<file path="config.mk">
export PLATFORM = sky130hd
export DESIGN_NAME = switch_input_conditioner_flat
export DESIGN_NICKNAME = d
export VERILOG_FILES = /design/src/rtl/switch_input_conditioner_pkg.sv /design/src/rtl/switch_input_conditioner_if.sv /design/src/rtl/switch_input_conditioner_debounce.sv /design/src/rtl/switch_input_conditioner.sv /design/src/flat_wrapper.sv
export SDC_FILE = /design/constraint.sdc
export NUM_CORES = 1
export LEC_CHECK = 0
export ABC_AREA = 1
export CORE_UTILIZATION = 61
export DETAILED_ROUTE_END_ITERATION = 10
export PLACE_DENSITY_LB_ADDON = 0.15
export RECOVER_POWER = 100
export SYNTH_ARGS = -nofsm -noshare
export SYNTH_HDL_FRONTEND = slang
export SYNTH_HIERARCHICAL = 1
export SYNTH_SLANG_ARGS = --single-unit
</file>
<file path="constraint.sdc">
create_clock -name CLK -period 1.85 [get_ports CLK]
set_input_delay 0.4625 -clock CLK [delete_from_list [all_inputs] [get_ports CLK]]
set_output_delay 0.4625 -clock CLK [all_outputs]
set_load 0.005 [all_outputs]
</file>
<file path="src/rtl/switch_input_conditioner_pkg.sv">
// Shared types and constants for the switch input conditioner.
// Also holds the priority-encode helper used for the selection outputs.
package sw_pkg;

   localparam int CLK_HZ        = 100000000;
   localparam int DEBOUNCE_10MS = 1000000;

   typedef enum logic {
      RELEASED = 1'b0,
      PRESSED  = 1'b1
   } sw_state_e;

   // Index of the highest set bit; 0 when nothing is set.
   function automatic logic [2:0] sel_encode(input logic [7:0] v);
      logic [2:0] code;
      code = '0;
      for (int i = 0; i < 8; i++) begin
         if (v[i]) code = 3'(i);
      end
      return code;
   endfunction

endpackage

</file>
<file path="src/rtl/switch_input_conditioner_if.sv">
// Switch bus between the board pins/consumer logic and the conditioner.
// The master side drives raw pins; the slave side (conditioner) drives clean outputs.
interface switch_input_conditioner_if #(
   parameter int NUM_SW = 4
);
   logic [NUM_SW-1:0] SW_N;
   logic [NUM_SW-1:0] SW_STATE;
   logic [NUM_SW-1:0] SW_PRESS;
   logic [NUM_SW-1:0] SW_RELEASE;
   logic [2:0]        SEL_CODE;
   logic              SEL_VALID;
   logic              SEL_CHANGE;

   modport master (
      output SW_N,
      input  SW_STATE, SW_PRESS, SW_RELEASE, SEL_CODE, SEL_VALID, SEL_CHANGE
   );

   modport slave (
      input  SW_N,
      output SW_STATE, SW_PRESS, SW_RELEASE, SEL_CODE, SEL_VALID, SEL_CHANGE
   );
endinterface

</file>
<file path="src/rtl/switch_input_conditioner_debounce.sv">
// One switch bit: 2-flop synchroniser, debounce FSM, press/release pulses.
// Auto-repeat of the press pulse while held is built only with SW_AUTOREPEAT_EN.
//
//  state    | meaning
//  ---------+-----------------------------------------------
//  RELEASED | accepted level is released; counting press run
//  PRESSED  | accepted level is pressed; counting release run
module switch_debounce_cell
   import sw_pkg::*;
#(
   parameter int DEBOUNCE_CYCLES = DEBOUNCE_10MS,
   parameter int HOLD_CYCLES     = 50000000,
   parameter int REPEAT_CYCLES   = 10000000
) (
   input  logic CLK,
   input  logic RST_N,
   input  logic pin_n,
   output logic level,
   output logic press,
   output logic rel
);

   localparam int CW = $clog2(DEBOUNCE_CYCLES + 1);
   localparam logic [CW-1:0] CNT_LAST = CW'(DEBOUNCE_CYCLES - 1);

   if (DEBOUNCE_CYCLES < 1 || HOLD_CYCLES < 1 || REPEAT_CYCLES < 1) begin : g_bad_param
      $error("switch_debounce_cell: cycle parameters must be >= 1");
   end

   logic      sync1, sync2, raw_p;
   sw_state_e st, st_nxt;
   logic [CW-1:0] cnt, cnt_nxt;
   logic      press_nxt, rel_nxt, rpt;

   always_ff @(posedge CLK or negedge RST_N) begin
      if (!RST_N) begin
         sync1 <= 1'b1;
         sync2 <= 1'b1;
      end else begin
         sync1 <= pin_n;
         sync2 <= sync1;
      end
   end

   assign raw_p = ~sync2;

   always_ff @(posedge CLK or negedge RST_N) begin
      if (!RST_N) begin
         st    <= RELEASED;
         cnt   <= '0;
         press <= 1'b0;
         rel   <= 1'b0;
      end else begin
         st    <= st_nxt;
         cnt   <= cnt_nxt;
         press <= press_nxt | rpt;
         rel   <= rel_nxt;
      end
   end

   // The counter only advances while the input disagrees with the state,
   // so it can never pass CNT_LAST.
   always_comb begin
      st_nxt    = st;
      cnt_nxt   = '0;
      press_nxt = 1'b0;
      rel_nxt   = 1'b0;
      case (st)
         RELEASED: begin
            if (raw_p) begin
               if (cnt == CNT_LAST) begin
                  st_nxt    = PRESSED;
                  press_nxt = 1'b1;
               end else begin
                  cnt_nxt = cnt + 1'b1;
               end
            end
         end
         PRESSED: begin
            if (!raw_p) begin
               if (cnt == CNT_LAST) begin
                  st_nxt  = RELEASED;
                  rel_nxt = 1'b1;
               end else begin
                  cnt_nxt = cnt + 1'b1;
               end
            end
         end
         default: st_nxt = RELEASED;
      endcase
   end

   assign level = (st == PRESSED);

`ifdef SW_AUTOREPEAT_EN
   localparam int HMAX = (HOLD_CYCLES > REPEAT_CYCLES) ? HOLD_CYCLES : REPEAT_CYCLES;
   localparam int HW   = $clog2(HMAX + 1);

   logic [HW-1:0] hold_cnt, hold_nxt;

   always_ff @(posedge CLK or negedge RST_N) begin
      if (!RST_N) hold_cnt <= '0;
      else        hold_cnt <= hold_nxt;
   end

   // Down-counter: loaded with the hold time on press, then with the repeat period.
   always_comb begin
      hold_nxt = '0;
      rpt      = 1'b0;
      if (st == RELEASED && st_nxt == PRESSED) begin
         hold_nxt = HW'(HOLD_CYCLES - 1);
      end else if (st == PRESSED && st_nxt == PRESSED) begin
         if (hold_cnt == '0) begin
            rpt      = 1'b1;
            hold_nxt = HW'(REPEAT_CYCLES - 1);
         end else begin
            hold_nxt = hold_cnt - 1'b1;
         end
      end
   end
`else
   assign rpt = 1'b0;
`endif

endmodule

</file>
<file path="src/rtl/switch_input_conditioner.sv">
// Top: NUM_SW debounce cells plus a registered highest-index priority encoder.
// Optional press auto-repeat is enabled with the SW_AUTOREPEAT_EN macro.
module switch_input_conditioner
   import sw_pkg::*;
#(
   parameter int NUM_SW          = 4,
   parameter int DEBOUNCE_CYCLES = DEBOUNCE_10MS,
   parameter int HOLD_CYCLES     = 50000000,
   parameter int REPEAT_CYCLES   = 10000000
) (
   input  logic CLK,
   input  logic RST_N,
   switch_input_conditioner_if.slave sw_bus
);

   logic [NUM_SW-1:0] state;
   logic [2:0]        code_q, code_nxt;
   logic              valid_q, valid_nxt, change_q;

   for (genvar i = 0; i < NUM_SW; i++) begin : g_cell
      switch_debounce_cell #(
         .DEBOUNCE_CYCLES (DEBOUNCE_CYCLES),
         .HOLD_CYCLES     (HOLD_CYCLES),
         .REPEAT_CYCLES   (REPEAT_CYCLES)
      ) u_cell (
         .CLK   (CLK),
         .RST_N (RST_N),
         .pin_n (sw_bus.SW_N[i]),
         .level (state[i]),
         .press (sw_bus.SW_PRESS[i]),
         .rel   (sw_bus.SW_RELEASE[i])
      );
   end

   assign code_nxt  = sel_encode(8'(state));
   assign valid_nxt = |state;

   // Change is judged on the full {valid, code} pair, so a lower switch
   // toggling under a held higher one is invisible here.
   always_ff @(posedge CLK or negedge RST_N) begin
      if (!RST_N) begin
         code_q   <= '0;
         valid_q  <= 1'b0;
         change_q <= 1'b0;
      end else begin
         code_q   <= code_nxt;
         valid_q  <= valid_nxt;
         change_q <= {valid_nxt, code_nxt} != {valid_q, code_q};
      end
   end

   assign sw_bus.SW_STATE   = state;
   assign sw_bus.SEL_CODE   = code_q;
   assign sw_bus.SEL_VALID  = valid_q;
   assign sw_bus.SEL_CHANGE = change_q;

endmodule

</file>
<file path="src/flat_wrapper.sv">
// flat-port wrapper written by rule: the top's interface ports become plain ports
module switch_input_conditioner_flat import sw_pkg::*;
#(
   parameter int NUM_SW          = 4,
   parameter int DEBOUNCE_CYCLES = DEBOUNCE_10MS,
   parameter int HOLD_CYCLES     = 50000000,
   parameter int REPEAT_CYCLES   = 10000000
)
  (CLK, RST_N, sw_bus_SW_N, sw_bus_SW_STATE, sw_bus_SW_PRESS, sw_bus_SW_RELEASE, sw_bus_SEL_CODE, sw_bus_SEL_VALID, sw_bus_SEL_CHANGE);
  switch_input_conditioner_if #(.NUM_SW(NUM_SW)) sw_bus_i ();
  input  logic CLK;
  input  logic RST_N;
  input wire logic [$bits(sw_bus_i.SW_N)-1:0] sw_bus_SW_N;
  output wire logic [$bits(sw_bus_i.SW_STATE)-1:0] sw_bus_SW_STATE;
  output wire logic [$bits(sw_bus_i.SW_PRESS)-1:0] sw_bus_SW_PRESS;
  output wire logic [$bits(sw_bus_i.SW_RELEASE)-1:0] sw_bus_SW_RELEASE;
  output wire logic [$bits(sw_bus_i.SEL_CODE)-1:0] sw_bus_SEL_CODE;
  output wire logic [$bits(sw_bus_i.SEL_VALID)-1:0] sw_bus_SEL_VALID;
  output wire logic [$bits(sw_bus_i.SEL_CHANGE)-1:0] sw_bus_SEL_CHANGE;
  assign sw_bus_i.SW_N = sw_bus_SW_N;
  assign sw_bus_SW_STATE = sw_bus_i.SW_STATE;
  assign sw_bus_SW_PRESS = sw_bus_i.SW_PRESS;
  assign sw_bus_SW_RELEASE = sw_bus_i.SW_RELEASE;
  assign sw_bus_SEL_CODE = sw_bus_i.SEL_CODE;
  assign sw_bus_SEL_VALID = sw_bus_i.SEL_VALID;
  assign sw_bus_SEL_CHANGE = sw_bus_i.SEL_CHANGE;
  switch_input_conditioner #(.NUM_SW(NUM_SW), .DEBOUNCE_CYCLES(DEBOUNCE_CYCLES), .HOLD_CYCLES(HOLD_CYCLES), .REPEAT_CYCLES(REPEAT_CYCLES)) u_core (.CLK(CLK), .RST_N(RST_N), .sw_bus(sw_bus_i));
endmodule
</file>
-- Word level (Yosys, flattened, before mapping)
Cells that the tools add are included.
- flip-flop bits (word level): 105
- input bits: 6
- logic and storage cells: 92
- add/sub/neg operators: 4
- equality and inequality tests: 5
- multiplexer cells: 51
- bitwise operators: 4
- reduce and logical (&&, ||, !) cells: 1
- operators with widths (kind ; number):
    two-way mux 20 bit ; 12
    one-hot mux 20 bit (2 select lines) ; 4
    adder 20 x 1 -> 20 bit (second input constant) ; 4
    equality test 20 bit (second input constant) ; 4
    two-way mux 1 bit ; 29
    one-hot mux 1 bit (2 select lines) ; 4
    two-way mux 3 bit ; 2
    inequality test 4 bit ; 1
    NOT 1 bit ; 4
    OR reduction 4 bit ; 1

-- Logic depth before layout (Yosys ltp)
Gate-level depths: netlist of run 1.
- depth in word-level cells: 4
- mapped depth: 9

-- By module
The synthesis of run 1 kept the hierarchy.
- by module, submodules not included (module ; instances ; cells an instance ; area an instance (µm²) ; sequential area each (µm²)):
    switch_debounce_cell ; 4 ; 185 ; 1387.6 ; 628.1
    switch_input_conditioner ; 1 ; 30 ; 226.5 ; 100.1

-- Worst setup path after synthesis of run 1
No wires, ideal clock.
- path kind: register -> register
- start: register u_core.g_cell[0].u_cell.cnt[0]
- end: register u_core.g_cell[0].u_cell.cnt[12]
- library setup time: 0.114 ns
- arrival: 1.212 ns
- slack: 0.524 ns
- stages on the path, launching flop included: 9
- path buffers: 0
- period minus slack after synthesis: 1.326 ns
- cell sequence: dfrtp_1 -> ha_1 -> nand2_1 -> nor2_2 -> nand2_2 -> nor2_4 -> or2_2 -> inv_1 -> nor2_1
- cells in the longest elaborated chain, start to end: 4
- elaborated cells between the ends (all ways): 6
- classes of those cells: add/sub: 1; eq/ne: 1; mux: 4
- RTL lines (item ; RTL line ; RTL):
    start: declaration ; switch_input_conditioner_debounce.sv:32 ; logic [CW-1:0] cnt, cnt_nxt;
    start signal: assignment ; switch_input_conditioner_debounce.sv:55 ; cnt <= cnt_nxt;
    adder 20 x 1 -> 20 bit or equality test 20 bit (tied branches) ; -- ;
    two-way mux 20 bit * ; switch_input_conditioner_debounce.sv:71, switch_input_conditioner_debounce.sv:81 ;
    two-way mux 20 bit, on equally long branches ; switch_input_conditioner_debounce.sv:80, switch_input_conditioner_debounce.sv:70 ;
    one-hot mux 20 bit (2 select lines) * ; switch_input_conditioner_debounce.sv:68 ; case (st)
    named net u_core.g_cell[0].u_cell.cnt_nxt[12] ; switch_input_conditioner_debounce.sv:32 ;
The timed path passes the listed nets; every way through them passes the cells marked *.

-- Worst setup path after layout of run 1
- start: register u_core.g_cell[3].u_cell.press
- end: output port sw_bus_SW_PRESS[3]
- RTL lines (item ; RTL line ; RTL):
    start: declaration ; switch_input_conditioner_debounce.sv:19 ; output logic press,
    start signal: assignment ; switch_input_conditioner_debounce.sv:56 ; press <= press_nxt | rpt;
    end: declaration ; flat_wrapper.sv:15 ; output wire logic [$bits(sw_bus_i.SW_PRESS)-1:0] sw_bus_SW_PRESS;
No word-level cell between the ends.

==> impl_metrics.tcl, run 1 <==
set metrics [dict create \
    outcome "complete, no violations" \
    syn_nets 780 \
    first_pass_iters 5 \
    antenna_cells 0 \
    holdWs_ns 0.360 \
    min_period_ns 1.79 \
    skew_ns 0.0118 \
    crit_type "flip-flop to output port" \
    r2r_end "u_core/g_cell[2].u_cell/cnt[9]" \
    cp_slowest_cell "dlygate4sd3_1" \
    reg2regPathDepth 8 \
    antenna_found_initial 0 \
    tightest_slew_ns 1.39 \
    io_pins 23 \
    startpoint_type "flip-flop" \
    cp.required_ns 1.39 \
    ir_drop_v 0.000434 \
    grt_pass1_vias 4273 \
    worstSetupStartpoint "u_core/g_cell[3].u_cell/press" \
    grt.overflow.total 0 \
    syn_to_final_growth_pct 5.85 \
    drtIter0Drc 169 \
    clk_pin_slew_ns 0.10 \
    clock_sinks 104 \
    syn_inst 770 \
    synth-main-ff-cell "dfrtp_1" \
    synth_cell_types 28 \
    cellLeakagePower_nw 2.87 \
    cp_top_family "buffers and inverters" \
    path_buf_inv 1 \
    wl_per_cell_um 11.7 \
    p_per_area_nw_per_um2 615 \
    maxCapViolCount 0 \
    slew_viol_final 0 \
    die_y_um 99.3 \
    clockRootBuffer "clkbuf_8" \
    critPathArrivalTime_ns 1.32 \
    die_area_um2 9860 \
    grt_first_pass_wirelength_mm 18.4 \
    finalHoldViolCount 0 \
    setup_violations 0 \
    cp-end-kind "output port" \
    seqPwrFrac_pct 61.9 \
    seqCellArea_um2 2620 \
    path_depth 1 \
    power_switching_w 0.000919 \
    grt_max_degree 105 \
    wl_mm 10.7 \
    cts_made_buffers 9 \
    synth_edf_count 0 \
    rsz0062_at_grt "false" \
    clk_latency_ns 0.38 \
    nFillCells 790 \
    p_clk_share_pct 34.4 \
    holdBufCountCts 0 \
    start_util_pct 62.8 \
    critPathCapture "sw_bus_SW_PRESS[3]" \
    slowest_delay_ns 0.57 \
    async_flop_share_pct 100 \
    fin_nets 812 \
    crit_chain "dlygate4sd3_1" \
    syn_area_per_cell_um2 7.50 \
    remaining_drc_errors 0 \
    reg2reg_from "u_core/g_cell[2].u_cell/cnt[0]" \
    critPathMaxFanout 1 \
    rrSetupSlack_ns 0.18 \
    core_area_um2 9200 \
    switching_share_pct 24.4 \
    clockBufferDepth 2 \
    hp-class "flip-flop to flip-flop" \
    via_per_inst 4.93 \
    p_int_w 0.00284 \
    drive_above_1_share_pct 11.0 \
    relSlewSlack_pct 7.27 \
    cts.htree.levels 3 \
    io_buffers 21 \
    fmax_mhz 560 \
    postRouteAntennaNets 0 \
    rows 35 \
    die_w_um 99.3 \
    multi_input_area_um2 2530 \
    vias 4527 \
    seq_area_frac_synth_pct 45.2 \
    syn_area_um2 5780 \
    ys_ff_latch 104 \
    combinationalPowerShare_pct 3.7 \
    grtUsageTotal_pct 23.3 \
    synth_warnings 6 \
    power_w 0.00376 \
    gp_congestion 0.888 \
    hpwl_mm 7.68 \
    cts_tree "yes" \
    min_period_over_period_pct 96.5 \
    setup_tns_ns 0 \
]
cell usage in the layout (no fill, tap or decap), types with 7 or more instances in the layout:
cell type        instances
a21oi_1                  8
clkbuf_8                 9
clkdlybuf4s50_1          9
dfrtp_1                 93
dfstp_2                  7
dlygate4sd3_1           10
inv_1                  106
nand2_1                185
nand2_2                 20
nand3_1                 37
nand3b_1                 8
nor2_1                 206
nor2_2                  20
nor3_1                  15
xor2_1                  20
registers in the layout, summed over array words and instances, names as in the netlist, named ones only:
signal                      cells
u_core/sw_bus.SEL_CODE          2
u_core/g_cell.u_cell/sync2      4
u_core/g_cell.u_cell/rel        4
u_core/g_cell.u_cell/cnt       80
u_core/sw_bus.SEL_CHANGE        1
u_core/sw_bus.SEL_VALID         1
u_core/g_cell.u_cell/sync1      4
u_core/g_cell.u_cell/press      4
stage by stage:
step	cell area (um^2)	utilization, %	worst slack, ns	std cells
6_report	6110	66.5	0.0648	918
5_1_grt	6110	66.5	0.0116	918
4_1_cts	6250	68.0	0.0125	914
3_5_place_dp	6080	66.1	0.346	898
3_3_place_gp	6080	66.1	0.378	898
2_1_floorplan	5780	-	0.524	770
worst min path at each step:
stage	cells past startpoint	end	startpoint
finish	0	u_core/g_cell[3].u_cell/sync2	u_core/g_cell[3].u_cell/sync1
detailed placement	0	u_core/g_cell[3].u_cell/sync2	u_core/g_cell[3].u_cell/sync1
floorplan	0	asynchronous set/reset pin	RST_N
global route	0	u_core/g_cell[1].u_cell/sync2	u_core/g_cell[1].u_cell/sync1
global placement	0	u_core/g_cell[2].u_cell/sync2	u_core/g_cell[2].u_cell/sync1
CTS	2	u_core/g_cell[3].u_cell/cnt[0]	RST_N
cell usage after synthesis, types with 6 or more instances:
master,count,share of area [%]
inv_1,103,6.7
dfstp_2,8,3.6
dfrtp_1,96,42
nor3_1,8,0.69
xor2_1,20,3.0
a21oi_1,8,0.69
nand2_2,22,2.4
nand2_1,180,12
nor2_1,204,13
inv_2,6,0.39
nor3_2,8,1.4
nand3_1,37,3.2
nor2_2,21,2.3
power groups by stage:
| stage | combinational (W) | sequential (W) | clock [W] |
|---|---|---|---|
| 5_1_grt | 0.000165 | 0.00233 | 0.00140 |
| 4_1_cts | 0.000155 | 0.00233 | 0.00134 |
| 3_3_place_gp | 0.000152 | 0.00237 | 0 |
| 6_report | 0.000138 | 0.00233 | 0.00129 |
| 2_1_floorplan | 0.0000929 | 0.00237 | 0 |
| 3_5_place_dp | 0.000155 | 0.00237 | 0 |
layer usage:
layer  wire length [um]  up-vias  global-route usage, %
met1               5020     2062                   29.6
met3                446       13                   4.29
met5                  0        -                      0
met2               5160       80                   40.7
met4                116        0                   6.79
li1                   -     2372                      -
cells by family after synthesis:
| group | synth area share [%] |
|---|---|
| AO/OA/AOI/OAI | 2.69 |
| XOR/XNOR | 3.64 |
| adder cells (fa/ha/maj) | 0.866 |
| buffers and inverters | 8.25 |
| flip-flops | 45.2 |
| other | 0.0649 |
| AND/OR/NAND/NOR | 39.3 |
final cells by class:
class | instances | area share (%)
clock inverter | 6 | 0.716
tap | 111 | 2.27
sequential | 104 | 42.8
timing repair buffer | 26 | 3.99
inverter | 109 | 6.69
clock buffer | 10 | 2.09
multi-input combinational | 552 | 41.5
repair_timing:
| item | in CTS | in global routing |
|---|---|---|
| setup buffers | 0 | 4 |
| resized for setup | 4 | 1 |
| setup endpoints to repair | 3 | 3 |
Note: power is estimated with default switching activity, not from simulation.
==> inputs of run 2 (changes only) <==
--- a/config.mk
+++ b/config.mk
@@ -6,7 +6,9 @@
 export NUM_CORES = 1
 export LEC_CHECK = 0
 export ABC_AREA = 1
+export CAP_MARGIN = 20
 export CORE_UTILIZATION = 61
+export CTS_CLUSTER_SIZE = 20
 export DETAILED_ROUTE_END_ITERATION = 10
 export PLACE_DENSITY_LB_ADDON = 0.15
 export RECOVER_POWER = 100
==> results of run 2 <==
Final layout, timing and power as in run 1 (identical DEF).
==> inputs of run 3 (changes only) <==
--- a/config.mk
+++ b/config.mk
@@ -7,9 +7,10 @@
 export LEC_CHECK = 0
 export ABC_AREA = 1
 export CAP_MARGIN = 20
-export CORE_UTILIZATION = 61
+export CORE_UTILIZATION = 55
 export CTS_CLUSTER_SIZE = 20
 export DETAILED_ROUTE_END_ITERATION = 10
+export GPL_TIMING_DRIVEN = 1
 export PLACE_DENSITY_LB_ADDON = 0.15
 export RECOVER_POWER = 100
 export SYNTH_ARGS = -nofsm -noshare
==> constraint.sdc (replaced) <==
create_clock -name CLK -period 1.6 [get_ports CLK]
set_input_delay 0.4 -clock CLK [delete_from_list [all_inputs] [get_ports CLK]]
set_output_delay 0.4 -clock CLK [all_outputs]
set_load 0.005 [all_outputs]
==> run 3 against run 2 <==
Net effect:
- sequential power grew 15%
- worst setup slack gained 0.044 ns
- first-iteration DRC count is 25% higher
- die area increased by 11%
==> impl_metrics.tcl, run 3 (synthesis results as in run 1) <==
set metrics [dict create \
    outcome "complete, no violations" \
    skew_ns 0.00485 \
    final_cell_mix "nor2_1 (208), nand2_1 (180), inv_1 (106), dfrtp_1 (95), nand3_1 (37)" \
    placed_area_um2 6190 \
    wl_per_cell_um 11.4 \
    die_w_um 104 \
    hp-class "flip-flop to flip-flop" \
    grt_max_degree 33 \
    clock_sinks 104 \
    grtUsageTotal_pct 22.4 \
    finalHoldViolCount 0 \
    via_per_inst 4.87 \
    tightest_slew_ns 0.694 \
    core_area_um2 10200 \
    antenna_found_initial 0 \
    largest_reg_flops 80 \
    slew_viol_final 0 \
    final_common_cell "nor2_1" \
    relSlewSlack_pct 53.8 \
    rows 37 \
    first_pass_iters 4 \
    clockRootBuffer "clkbuf_8" \
    clockBufferDepth 2 \
    critPathMaxFanout 8 \
    maxCapViolCount 0 \
    critPathArrivalTime_ns 1.79 \
    cts_made_buffers 9 \
    top_register "u_core/g_cell.u_cell/cnt" \
    drive_above_1_share_pct 13.7 \
    holdWs_ns 0.359 \
    setup_violations 0 \
    cp.required_ns 1.90 \
    die_area_um2 10900 \
    vias 4651 \
    cp-end-kind "flip-flop" \
    die_y_um 104 \
    wl_mm 10.9 \
    p_per_area_nw_per_um2 706 \
    ir_drop_v 0.000685 \
    cts_tree "yes" \
    min_period_ns 1.49 \
    min_period_over_period_pct 93.2 \
    syn_to_final_growth_pct 10.4 \
    grt_pass1_vias 4539 \
    cellLeakagePower_nw 3.12 \
    hpwl_mm 8.18 \
    fmax_mhz 671 \
    grt.overflow.total 0 \
    gp_congestion 0.890 \
    remaining_drc_errors 0 \
    clk_latency_ns 0.38 \
    cp_slowest_cell "dfrtp_1" \
    antenna_cells 0 \
    slowest_delay_ns 0.40 \
    grt_first_pass_wirelength_mm 19.5 \
    final_area_um2 6380 \
    io_buffers 21 \
    start_util_pct 56.5 \
    crit_chain "ha_1 -> nand2_1 -> inv_1 -> nand2_2 -> nor2_1 -> a21oi_4 -> nand2_1 -> nor2_1" \
    io_pins 23 \
    postRouteAntennaNets 0 \
    cts.htree.levels 3 \
    setup_tns_ns 0 \
    clk_pin_slew_ns 0.09 \
    drtIter0Drc 212 \
    final_util_pct 62.3 \
    crit_type "flip-flop to flip-flop" \
    fin_nets 825 \
    startpoint_type "flip-flop" \
]
==> run 3: critical path: cells and delay by family, from the launching register on <==
family | cells | cell delay, ns
compound gates | 1 | 0.24
fa+ha+maj | 1 | 0.21
buf+inv | 1 | 0.07
flops | 1 | 0.40
simple gates | 5 | 0.50
==> run 3: power breakdown <==
part | switching (W) | leakage (nW) | internal (W) | total (W)
clock network | 0.000897 | 0.100 | 0.000720 | 0.00162
registers | 0.0000229 | 1.41 | 0.00267 | 0.00269
logic | 0.000128 | 1.61 | 0.0000660 | 0.000194
==> run 3: worst paths after layout <==
path	from	to	slack, ns	cells past startpoint
min in group asynchronous	RST_N	u_core/g_cell[1].u_cell/cnt[5]	0.61	2
max	u_core/g_cell[2].u_cell/cnt[0]	u_core/g_cell[2].u_cell/cnt[14]	0.11	8
min reg2reg	u_core/g_cell[2].u_cell/sync1	u_core/g_cell[2].u_cell/sync2	0.36	0
max in group asynchronous	RST_N	u_core/g_cell[0].u_cell/sync1	0.16	3
max reg2reg	u_core/g_cell[2].u_cell/cnt[0]	u_core/g_cell[2].u_cell/cnt[14]	0.11	8
min	u_core/g_cell[2].u_cell/sync1	u_core/g_cell[2].u_cell/sync2	0.36	0
==> run 3: repair_timing <==
item	CTS	global route
resized for setup	17	2
pin swaps	0	4
hold endpoints to repair	18	0
hold buffers	1	0
setup buffers	5	2
setup endpoints to repair	16	14
==> run 3: layout make-up <==
type,count,area (um^2)
tap,136,170
fill,936,3850
inverter,109,409
multi-input combinational,552,2660
clock inverter,6,58.8
sequential,104,2610
clock buffer,10,128
timing repair buffer,39,339
==> run 3: per-stage QoR <==
stage | cells | setup WS, ns | total power [W]
2_1_floorplan | 770 | 0.274 | 0.00285
3_3_place_gp | 932 | 0.187 | 0.00293
3_5_place_dp | 932 | 0.120 | 0.00294
4_1_cts | 954 | 0.101 | 0.00458
5_1_grt | 956 | -0.0147 | 0.00472
6_report | 956 | 0.109 | 0.00450
==> run 3: metal layers <==
layer  global-route usage (%)  wire length, um  vias to the layer above  part of all wire (%)
met5                        0                0                        -                     0
met4                     8.98              218                        0                   2.0
met3                     5.08              259                       21                   2.4
met2                     37.6             5310                       56                    49
met1                     27.9             5100                     2175                    47
li1                         -                -                     2399                     -
